File: src/rtl/poly_player_pkg.sv
// rtl/poly_player_pkg.sv - shared note table, message codes and message decode for the players
package poly_player_pkg;

  localparam int         NOTE_MAX    = 39;
  localparam int         NOTE_W      = 7;
  localparam logic [7:0] MSG_ALL_OFF = 8'h7F;

  localparam logic [0:0] VOICE_IDLE   = 1'b0;
  localparam logic [0:0] VOICE_ACTIVE = 1'b1;

  typedef struct packed {
    logic              on;
    logic              off;
    logic              all_off;
    logic [NOTE_W-1:0] id;
  } msg_dec_t;

  // 13 keys (C..C') per range, three ranges: octave 3, 4 and 5; values in centi-Hz
  function automatic int note_centi_hz(input int id);
    case (id)
      0:  return 13081;   1: return 13859;   2: return 14683;   3: return 15556;
      4:  return 16481;   5: return 17461;   6: return 18500;   7: return 19600;
      8:  return 20765;   9: return 22000;  10: return 23308;  11: return 24694;
      12: return 26163;  13: return 26163;  14: return 27718;  15: return 29366;
      16: return 31113;  17: return 32963;  18: return 34923;  19: return 36999;
      20: return 39200;  21: return 41530;  22: return 44000;  23: return 46616;
      24: return 49388;  25: return 52325;  26: return 52325;  27: return 55437;
      28: return 58733;  29: return 62225;  30: return 65926;  31: return 69846;
      32: return 73999;  33: return 78399;  34: return 83061;  35: return 88000;
      36: return 93233;  37: return 98777;  38: return 104650;
      default: return 0;
    endcase
  endfunction

  // Phase increment round(f * 2^acc_w / clk_freq); only ever evaluated on constants
  function automatic logic [63:0] note_inc(input int id, input int clk_freq, input int acc_w);
    logic [63:0] num;
    logic [63:0] den;
    num = 64'(note_centi_hz(id)) << acc_w;
    den = 64'(clk_freq) * 64'd100;
    return (num + (den >> 1)) / den;
  endfunction

  // Split a raw message into note-on / note-off / all-off, dropping out-of-range ids
  function automatic msg_dec_t msg_decode(input logic valid, input logic [7:0] m);
    msg_dec_t d;
    d.id      = m[NOTE_W-1:0];
    d.all_off = valid && (m == MSG_ALL_OFF);
    d.on      = valid && m[7] && (m[NOTE_W-1:0] < NOTE_W'(NOTE_MAX));
    d.off     = valid && !m[7] && (m[NOTE_W-1:0] < NOTE_W'(NOTE_MAX));
    return d;
  endfunction

endpackage

File: src/rtl/poly_player_if.sv
// rtl/poly_player_if.sv - message input and audio/display outputs of the polyphonic player
interface poly_player_if
  import poly_player_pkg::*;
#(
  parameter int NUM_VOICES = 4
);
  logic                  msg_valid;
  logic [7:0]            msg;
  logic                  wave;
  logic [NUM_VOICES-1:0] active_mask;
  logic [NOTE_W-1:0]     last_note;
  logic                  steal;

  modport master (
    output msg_valid, msg,
    input  wave, active_mask, last_note, steal
  );

  modport slave (
    input  msg_valid, msg,
    output wave, active_mask, last_note, steal
  );
endinterface

File: src/rtl/poly_player_voice.sv
// rtl/poly_player_voice.sv - one square-wave voice: state, phase accumulator, auto-release timer
module poly_player_voice
  import poly_player_pkg::*;
#(
  parameter int ACC_W      = 32,
  parameter int TIMEOUT_MS = 2000
) (
  input  logic              pllclk,
  input  logic              rst,
  input  logic              alloc_i,
  input  logic              retrig_i,
  input  logic              release_i,
  input  logic              tick_i,
  input  logic [NOTE_W-1:0] note_i,
  input  logic [ACC_W-1:0]  inc_i,
  output logic              active_o,
  output logic [NOTE_W-1:0] note_o,
  output logic              square_o
);
  localparam int             TW  = (TIMEOUT_MS > 0) ? $clog2(TIMEOUT_MS + 1) : 1;
  localparam logic [TW-1:0]  TMO = TW'(TIMEOUT_MS);

  logic [0:0]        state_q, state_d;
  logic [NOTE_W-1:0] note_q, note_d;
  logic [ACC_W-1:0]  inc_q, inc_d;
  logic [ACC_W-1:0]  phase_q, phase_d;
  logic [TW-1:0]     timer_q, timer_d;

  // Messages take priority over the running oscillator and over a timeout in the same cycle
  always_comb begin
    state_d = state_q;
    note_d  = note_q;
    inc_d   = inc_q;
    phase_d = phase_q;
    timer_d = timer_q;
    if (alloc_i) begin
      state_d = VOICE_ACTIVE;
      note_d  = note_i;
      inc_d   = inc_i;
      phase_d = '0;
      timer_d = '0;
    end else if (retrig_i) begin
      phase_d = '0;
      timer_d = '0;
    end else if (release_i) begin
      state_d = VOICE_IDLE;
      phase_d = '0;
      timer_d = '0;
    end else if (state_q == VOICE_ACTIVE) begin
      phase_d = phase_q + inc_q;
      if ((TIMEOUT_MS != 0) && tick_i) begin
        if (timer_q == TMO - TW'(1)) begin
          state_d = VOICE_IDLE;
          phase_d = '0;
          timer_d = '0;
        end else begin
          timer_d = timer_q + TW'(1);
        end
      end
    end
  end

  // Voice registers
  always_ff @(posedge pllclk or posedge rst) begin
    if (rst) begin
      state_q <= VOICE_IDLE;
      note_q  <= '0;
      inc_q   <= '0;
      phase_q <= '0;
      timer_q <= '0;
    end else begin
      state_q <= state_d;
      note_q  <= note_d;
      inc_q   <= inc_d;
      phase_q <= phase_d;
      timer_q <= timer_d;
    end
  end

  assign active_o = (state_q == VOICE_ACTIVE);
  assign note_o   = note_q;
  assign square_o = (state_q == VOICE_ACTIVE) && phase_q[ACC_W-1];

endmodule

File: src/rtl/poly_player.sv
// rtl/poly_player.sv - polyphonic note player: voice allocator, ms prescaler, sigma-delta mixer
module poly_player
  import poly_player_pkg::*;
#(
  parameter int CLK_FREQ   = 120_000_000,
  parameter int NUM_VOICES = 4,
  parameter int ACC_W      = 32,
  parameter int TIMEOUT_MS = 2000
) (
  input  logic         pllclk,
  input  logic         rst,
  poly_player_if.slave bus
);
  localparam int PW  = (NUM_VOICES > 1) ? $clog2(NUM_VOICES) : 1;
  localparam int SW  = $clog2(NUM_VOICES + 1);
  localparam int AW  = SW + 1;
  localparam int PRE = (CLK_FREQ / 1000 > 0) ? CLK_FREQ / 1000 : 1;
  localparam int CW  = (PRE > 1) ? $clog2(PRE) : 1;

  msg_dec_t              dec;
  logic [ACC_W-1:0]      inc_rom [NOTE_MAX];
  logic [ACC_W-1:0]      inc_sel;
  logic [NUM_VOICES-1:0] active, square, match, alloc, retrig, rel_v;
  logic [NOTE_W-1:0]     voice_note [NUM_VOICES];
  logic                  any_free;
  logic [PW-1:0]         free_idx;
  logic [PW-1:0]         ptr_q, ptr_d;
  logic                  steal_q, steal_d;
  logic [NOTE_W-1:0]     last_q, last_d;
  logic [CW-1:0]         cnt_q, cnt_d;
  logic                  tick;
  logic [SW-1:0]         sum;
  logic [AW-1:0]         acc_q, acc_d, acc_sum;
  logic                  wave_q, wave_d;

  for (genvar n = 0; n < NOTE_MAX; n++) begin : g_rom
    assign inc_rom[n] = ACC_W'(note_inc(n, CLK_FREQ, ACC_W));
  end

  // Allocator: retrigger a matching voice, else lowest idle voice, else steal round-robin
  always_comb begin
    dec      = msg_decode(bus.msg_valid, bus.msg);
    match    = '0;
    any_free = 1'b0;
    free_idx = '0;
    for (int v = NUM_VOICES - 1; v >= 0; v--) begin
      match[v] = active[v] && (voice_note[v] == dec.id);
      if (!active[v]) begin
        any_free = 1'b1;
        free_idx = PW'(v);
      end
    end
    inc_sel = '0;
    for (int n = 0; n < NOTE_MAX; n++) begin
      if (dec.id == NOTE_W'(n)) inc_sel = inc_rom[n];
    end
    alloc   = '0;
    retrig  = '0;
    rel_v   = '0;
    ptr_d   = ptr_q;
    steal_d = 1'b0;
    last_d  = last_q;
    if (dec.on) begin
      last_d = dec.id;
      if (|match) begin
        retrig = match;
      end else if (any_free) begin
        alloc[free_idx] = 1'b1;
      end else begin
        alloc[ptr_q] = 1'b1;
        steal_d      = 1'b1;
        ptr_d        = (ptr_q == PW'(NUM_VOICES - 1)) ? '0 : ptr_q + PW'(1);
      end
    end
    if (dec.all_off) rel_v = '1;
    else if (dec.off) rel_v = match;
  end

  // Allocator state and display outputs
  always_ff @(posedge pllclk or posedge rst) begin
    if (rst) begin
      ptr_q   <= '0;
      steal_q <= 1'b0;
      last_q  <= '0;
    end else begin
      ptr_q   <= ptr_d;
      steal_q <= steal_d;
      last_q  <= last_d;
    end
  end

  for (genvar v = 0; v < NUM_VOICES; v++) begin : g_voice
    poly_player_voice #(
      .ACC_W      (ACC_W),
      .TIMEOUT_MS (TIMEOUT_MS)
    ) u_voice (
      .pllclk    (pllclk),
      .rst       (rst),
      .alloc_i   (alloc[v]),
      .retrig_i  (retrig[v]),
      .release_i (rel_v[v]),
      .tick_i    (tick),
      .note_i    (dec.id),
      .inc_i     (inc_sel),
      .active_o  (active[v]),
      .note_o    (voice_note[v]),
      .square_o  (square[v])
    );
  end

  // Free-running millisecond prescaler shared by all voice timers
  always_comb begin
    tick  = (cnt_q == CW'(PRE - 1));
    cnt_d = tick ? '0 : cnt_q + CW'(1);
  end

  // Prescaler counter
  always_ff @(posedge pllclk or posedge rst) begin
    if (rst) cnt_q <= '0;
    else     cnt_q <= cnt_d;
  end

  // First-order sigma-delta: density of ones equals sounding voices / NUM_VOICES
  always_comb begin
    sum = '0;
    for (int v = 0; v < NUM_VOICES; v++) begin
      sum = sum + SW'(square[v]);
    end
    acc_sum = acc_q + AW'(sum);
    if (acc_sum >= AW'(NUM_VOICES)) begin
      wave_d = 1'b1;
      acc_d  = acc_sum - AW'(NUM_VOICES);
    end else begin
      wave_d = 1'b0;
      acc_d  = acc_sum;
    end
  end

  // Mixer registers
  always_ff @(posedge pllclk or posedge rst) begin
    if (rst) begin
      acc_q  <= '0;
      wave_q <= 1'b0;
    end else begin
      acc_q  <= acc_d;
      wave_q <= wave_d;
    end
  end

  assign bus.wave        = wave_q;
  assign bus.active_mask = active;
  assign bus.last_note   = last_q;
  assign bus.steal       = steal_q;

endmodule

File: src/flat_wrapper.sv
// flat-port wrapper written by rule: the top's interface ports become plain ports
module poly_player_flat import poly_player_pkg::*;
#(
  parameter int CLK_FREQ   = 120_000_000,
  parameter int NUM_VOICES = 4,
  parameter int ACC_W      = 32,
  parameter int TIMEOUT_MS = 2000
)
  (pllclk, rst, bus_msg_valid, bus_msg, bus_wave, bus_active_mask, bus_last_note, bus_steal);
  poly_player_if #(.NUM_VOICES(NUM_VOICES)) bus_i ();
  input  logic pllclk;
  input  logic rst;
  input wire logic [$bits(bus_i.msg_valid)-1:0] bus_msg_valid;
  input wire logic [$bits(bus_i.msg)-1:0] bus_msg;
  output wire logic [$bits(bus_i.wave)-1:0] bus_wave;
  output wire logic [$bits(bus_i.active_mask)-1:0] bus_active_mask;
  output wire logic [$bits(bus_i.last_note)-1:0] bus_last_note;
  output wire logic [$bits(bus_i.steal)-1:0] bus_steal;
  assign bus_i.msg_valid = bus_msg_valid;
  assign bus_i.msg = bus_msg;
  assign bus_wave = bus_i.wave;
  assign bus_active_mask = bus_i.active_mask;
  assign bus_last_note = bus_i.last_note;
  assign bus_steal = bus_i.steal;
  poly_player #(.CLK_FREQ(CLK_FREQ), .NUM_VOICES(NUM_VOICES), .ACC_W(ACC_W), .TIMEOUT_MS(TIMEOUT_MS)) u_core (.pllclk(pllclk), .rst(rst), .bus(bus_i));
endmodule
File: config.mk
export PLATFORM = sky130hd
export DESIGN_NAME = poly_player_flat
export DESIGN_NICKNAME = d
export VERILOG_FILES = /design/src/rtl/poly_player_pkg.sv /design/src/rtl/poly_player_if.sv /design/src/rtl/poly_player_voice.sv /design/src/rtl/poly_player.sv /design/src/flat_wrapper.sv
export SDC_FILE = /design/constraint.sdc
export NUM_CORES = 1
export LEC_CHECK = 0
export CORE_MARGIN = 3
export CORE_UTILIZATION = 55
export DETAILED_ROUTE_END_ITERATION = 7
export GPL_TIMING_DRIVEN = 0
export PLACE_DENSITY = 0.76
export SETUP_SLACK_MARGIN = 0.3
export SLEW_MARGIN = 30
export SYNTH_ARGS = -nofsm -noshare
export SYNTH_HDL_FRONTEND = slang
export SYNTH_HIERARCHICAL = 1
export SYNTH_SLANG_ARGS = --single-unit
File: constraint.sdc
create_clock -name pllclk -period 2.9 [get_ports pllclk]
set_clock_uncertainty 0.05 [all_clocks]
set_input_delay 0.58 -clock pllclk [delete_from_list [all_inputs] [get_ports pllclk]]
set_output_delay 0.58 -clock pllclk [all_outputs]
set_load 0.1 [all_outputs]
* Word-level counts from Yosys, hierarchy flattened
Cells that the tools add are included.
** Storage, ports and cells
- RAM bits :: 0
- ROM bits :: 0
- Latch bits :: 0
- Output and inout port bits :: 13
- Memories :: 0
- Register bits :: 364
- Bits of input ports :: 11
** Operators by class
- Bitwise operators :: 2
- Divide/modulo/power cells :: 0
- Shift operators :: 0
- Multipliers :: 0
- Reduce and logical (&&, ||, !) cells :: 31
- Muxes and demuxes :: 137
- Magnitude comparators :: 6
- Add/sub/neg operators :: 15
- Equal/unequal tests :: 53
** Operators with widths (number)
- two-way mux 32 bit :: 24
- two-way mux 11 bit :: 24
- two-way mux 15 bit :: 13
- two-way mux 14 bit :: 13
- two-way mux 13 bit :: 10
- adder 32 bit :: 4
- == test 7 x 5 -> 1 bit (second input constant) :: 16
- == test 7 x 4 -> 1 bit (second input constant) :: 8
- == test 7 x 6 -> 1 bit (second input constant) :: 7
- two-way mux 16 bit :: 3
- adder 11 x 1 -> 11 bit (second input constant) :: 4
- == test 11 bit (second input constant) :: 4
- two-way mux 1 bit :: 34
- two-way mux 4 bit :: 8
- nonzero test 4 bit :: 8
- == test 7 x 3 -> 1 bit (second input constant) :: 4
- == test 7 bit :: 4
- adder 17 x 1 -> 17 bit (second input constant) :: 1
- == test 17 bit (second input constant) :: 1
- two-way mux 17 bit :: 1
- logical AND 1 bit :: 15
- == test 7 x 2 -> 1 bit (second input constant) :: 2
- two-way mux 2 bit :: 5
- == test 8 x 7 -> 1 bit (second input constant) :: 1
- 19 further kinds :: 30

* Logic depth before layout (Yosys ltp)
- Depth in word-level cells :: 40
- Mapped depth :: 16
- Gate-level depth less buffers :: 13

* By module
Netlist, hierarchy kept.
** By module, submodules not included
- poly_player_voice (u_core.g_voice[1].u_voice ...) :: area each 4817.1 um2, cells an instance 475, instances 3
- poly_player_voice (u_core.g_voice[0].u_voice) :: area each 4917.2 um2, cells an instance 508, instances 1
- poly_player :: area each 3158.0 um2, cells an instance 419, instances 1

* Worst setup path after synthesis
Ideal clock, no wire load.
- Path kind :: reg2reg
- Start point :: register u_core.g_voice[3].u_voice.state_q
- End point :: register u_core.g_voice[2].u_voice.timer_q[10]
- Library setup time :: 0.129 ns
- Arrival :: 3.285 ns
- Setup slack :: -0.564 ns
- Path buffers :: 1
- Cell stages (with the launch flop) :: 14
- Required time :: 2.721 ns
- Cells stage by stage :: dfrtp_1 -> inv_1 -> nor4_1 -> nand2_1 -> nand3b_4 -> or2_2 -> a211oi_1 -> clkbuf_1 -> or3_1 -> a21oi_1 -> nand4b_1 -> nor2_1 -> xnor2_1 -> nor2_1
** Between the ends
- Longest elaborated chain between the ends :: 13
- Elaborated cells between the ends (all ways) :: 25
- Classes of those cells :: 2 x order compare; 17 x mux; 6 x reduce/logical
** Ends and longest elaborated chain
- start, declared :: RTL line poly_player_voice.sv:23 : logic [0:0] state_q, state_d;
- start signal, assigned :: RTL line poly_player_voice.sv:72 : state_q <= state_d;
- two-way mux 2 bit (4 in series) :: RTL line poly_player.sv:48 : if (!active[v]) begin
- < comparator 2 x 3 -> 1 bit (implied by the code) or greater-or-equal comparator 2 x 1 -> 1 bit (tied branches) :: RTL line poly_player.sv:68 : alloc[free_idx] = 1'b1;
- logical AND 1 bit (implied by the code) :: RTL line poly_player.sv:68
- two-way mux 1 bit (implied by the code) :: RTL line poly_player.sv:68
- demux 1 bit (select 2 bit)
- two-way mux 4 bit :: RTL line poly_player.sv:67 : end else if (any_free) begin
- two-way mux 4 bit (*) :: RTL line poly_player.sv:65 : if (|match) begin
- two-way mux 4 bit (*) :: RTL line poly_player.sv:63 : if (dec.on) begin
- net u_core.alloc[2] :: RTL line poly_player.sv:23 : logic [NUM_VOICES-1:0] active, square, match, alloc, retrig, rel_v;
- nonzero test 4 bit (no source line)
- AND reduction 2 bit (no source line)
- end signal, assigned :: RTL line poly_player_voice.sv:76 : timer_q <= timer_d;
- end, declared :: RTL line poly_player_voice.sv:27 : logic [TW-1:0] timer_q, timer_d;
Mark *: on every way through the listed nets, which the timed path passes. The rest lies on a longest branch.
A chain may end at the register's enable or synchronous reset.

* Worst setup path in the final report
- Start point :: input port bus_msg[6]
- End point :: register u_core.g_voice[2].u_voice.timer_q[3]
** Between the ends
- Longest elaborated chain between the ends :: 7
- Elaborated cells between the ends (all ways) :: 26
- Classes of those cells :: 1 x order compare; 5 x eq/ne; 9 x mux; 11 x reduce/logical
** Ends and longest elaborated chain
- start, declared :: RTL line flat_wrapper.sv:14 : input wire logic [$bits(bus_i.msg)-1:0] bus_msg;
- == test 7 bit :: RTL line poly_player.sv:47 : match[v] = active[v] && (voice_note[v] == dec.id);
- logical AND 1 bit :: RTL line poly_player.sv:47
- OR reduction 4 bit :: RTL line poly_player.sv:65
- two-way mux 4 bit :: RTL line poly_player.sv:65
- two-way mux 4 bit (*) :: RTL line poly_player.sv:63
- net u_core.alloc[2] :: RTL line poly_player.sv:23
- nonzero test 4 bit (no source line)
- AND reduction 2 bit (no source line)
Marks and branches as above.

==> run_results.csv <==
group,metric,value,unit
status,status,"finished clean",
logic_synthesis,ys_ff_latch,364,
placed_design,gp_congestion,0.914,
die,ios,24,
grt,grt_max_degree,33,
cells_and_area,fin_cells,3161,
detailed_routing,first_pass_iters,6,
grt,overflow,0,
timing,hold_slack,0.321,ns
cells_and_area,diodes,0,
logic_synthesis,synthDominantCellAreaShare,0.404,
cells_and_area,drive_gt1_frac,0.259,
logic_synthesis,synth_cell_type_count,89,
logic_synthesis,syn_area,0.0225,sq mm
worst_hold_path,worstHoldPathType,"input port to flop",
cells_and_area,utilization,0.696,
pwr,ir_drop,0.000761,V
logic_synthesis,async_flop_share,1.00,
timing,slew_violations,0,
timing,finalHoldViolCount,0,
pwr,leakage,13.0,nW
clock_network,max-clock-path-buffers,3,
placed_design,preCtsSetupSlack,-1.74,ns
die,fp-row-count,73,
detailed_routing,dr_total_vias,18893,
clock_network,cts-root-buf,"clkbuf_16",
placed_design,place_inst,2976,
cells_and_area,syn_to_final_growth,23.8,%
detailed_routing,routedWlPerCell,19.2,um
pwr,power_density,1050,mW/mm^2
timing,fmax,349,MHz
grt,track_usage,0.265,
timing,fin_crit,2.87,ns
logic_synthesis,synth-edff-count,0,
grt,grt_antenna_before_repair,2,
timing,fin_crit_sh,0.988,
logic_synthesis,netlist.top_cell.by_area,"dfrtp_1",
logic_synthesis,post-synth-top-count-cell,"dfrtp_1",
job,cap_violations,0,
cells_and_area,finalNetCount,2755,
timing,setup_ws,0.0334,ns
clock_network,cts_buffers,42,
cells_and_area,fill_cells,2856,
setup_path,critical_path.startpoint_type,"input port",
logic_synthesis,syn_area_per_cell,9.58,sq um
grt,grt_pass1_wl,95.5,mm
detailed_routing,wirelength,60.7,mm
grt,grt_pass1_vias,19013,
timing,rsz0062_at_grt,"yes",
logic_synthesis,synthTopCellsByArea,"dfrtp_1 (40%), mux2_2 (7.8%), ha_1 (7.4%)",
die,die_h,208,um
die,die_w,208,um
setup_path,endpoint_kind,"flop",
logic_synthesis,yosysWarnings,6,
logic_synthesis,synthFlopType,"dfrtp_1",
logic_synthesis,synthCells,2352,
logic_synthesis,yosysSeqAreaShare,0.404,
clock_network,clock_sinks,364,
die,core_area,0.0401,sq mm
timing,relSlewSlack,0.300,
placed_design,portBuffers,23,
setup_path,arrival,3.31,ns
timing,setup_viol,0,
clock_network,ctsHtreeMaxLevel,2,
detailed_routing,antenna_left,0,
clock_network,insertion_delay,0.58,ns
logic_synthesis,synthTopCellsByCount,"dfrtp_1 (364), nand2_1 (262), o21ai_0 (207)",
clock_network,cts_tree,"built",
detailed_routing,route.detailed.drc,0,
setup_path,crit_type,"input port to flop",
timing,tightest_slew,1.04,ns
placed_design,hpwl,40.2,mm
die,die-area,0.0434,sq mm
clock_network,clk_pin_slew,0.06,ns
detailed_routing,drt_iter0_drc,1422,
setup_path,cp.required,3.34,ns
pwr,power.total,29.3,mW
die,start_util,0.562,
detailed_routing,vias_per_cell,5.98,
clock_network,holdBufCountCts,0,
setup_path,critPathMaxFanout,8,
where the power goes:
group	internal (mW)	switching [mW]	leakage, nW
Clock	3.52	2.15	0.713
Combinational	6.80	8.49	7.65
Sequential	6.99	1.36	4.69
Total	17.3	12.0	13.0
worst max-delay path, cell delays in order:
cell and delay (ns):
buf_2 0.16, buf_6 0.17, nor3_4 0.20, a21o_4 0.16, nand3_4 0.12, nand3b_4 0.19
or2_4 0.29, a211oi_2 0.18, clkbuf_8 0.19, or3_4 0.17, a21oi_4 0.06, buf_4 0.14
buf_6 0.11, or4_1 0.50, nand2_1 0.08
cell type report:
class,count,area [sq um],area share
multi-input combinational,1897,13900,0.498
sequential,364,9120,0.327
timing repair buffer,144,1560,0.0558
clock buffer,63,1250,0.0450
buffer,100,957,0.0343
tap,525,657,0.0236
clock inverter,14,230,0.00826
inverter,54,218,0.00781
logic make-up after synthesis:
group | count (synthesis) | synth area share
AO/OA/AOI/OAI | 651 | 0.184
XOR/XNOR | 180 | 0.0700
adder cells (fa/ha/maj) | 142 | 0.0811
buffers and inverters | 154 | 0.0315
flip-flops | 364 | 0.404
multiplexers | 161 | 0.0802
other | 1 | 0.000166
AND/OR/NAND/NOR | 699 | 0.148
path summary, 6_finish.rpt:
kind                                                                    from                                                 to  slack (ns)  cells after the start
max in group asynchronous                                                rst                          u_core/cnt_q[8]$_DFF_PP0_        1.44                      2
min reg2reg                u_core/g_voice[1].u_voice/phase_q[31]$_DFFE_PP0P_  u_core/g_voice[1].u_voice/phase_q[31]$_DFFE_PP0P_        0.42                      1
min                                                               bus_msg[3]    u_core/g_voice[0].u_voice/note_o[3]$_DFFE_PP0P_        0.32                      2
min in group asynchronous                                                rst    u_core/g_voice[2].u_voice/note_o[0]$_DFFE_PP0P_        0.52                      2
max                                                               bus_msg[6]   u_core/g_voice[2].u_voice/timer_q[3]$_DFFE_PP0P_        0.03                     15
max reg2reg                 u_core/g_voice[0].u_voice/phase_q[1]$_DFFE_PP0P_  u_core/g_voice[0].u_voice/phase_q[31]$_DFFE_PP0P_        0.05                     10
registers in the layout, summed over array words and instances (netlist names):
name / cells
u_core/g_voice.u_voice/inc_q: 128
u_core/g_voice.u_voice/phase_q: 128
u_core/g_voice.u_voice/timer_q: 44
u_core/g_voice.u_voice/note_o: 28
u_core/cnt_q: 17
u_core/bus.last_note: 7
u_core/acc_q: 4
u_core/g_voice.u_voice/active_o: 4
u_core/ptr_q: 2
u_core/bus.steal: 1
u_core/bus.wave: 1
repair_timing:
action	CTS	global route
gates cloned	7	4
hold endpoints to repair	0	0
setup buffers	51	46
gates resized for setup	120	303
endpoints found under the setup margin	347	336
pin swaps	36	70
metrics by stage:
stage / area (sq um) / TNS [ns]
6_report: 27900 / 0
5_1_grt: 27900 / -1.40
4_1_cts: 26600 / 0
3_5_place_dp: 24300 / -337.59
3_3_place_gp: 24000 / -326.41
2_1_floorplan: 23100 / -0.170
metal layers:
layer	vias to the layer above	track usage	part of all wire
met2	553	0.453	0.49
li1	8879	-	-
met4	4	0.111	0.038
met1	9288	0.335	0.42
met5	-	0	0.00096
met3	169	0.0422	0.051
cells in the final DEF (no fill, tap or decap), drive strengths merged, types with 76 or more instances in the layout:
cell type,count
nand3,80
nor2,156
dfrtp,364
nand2,262
a21o,82
ha,134
buf,184
mux2,156
clkbuf,107
xnor2,76
a21oi,177
xor2,104
o21ai,217
Power figures use the tool's default switching activity.
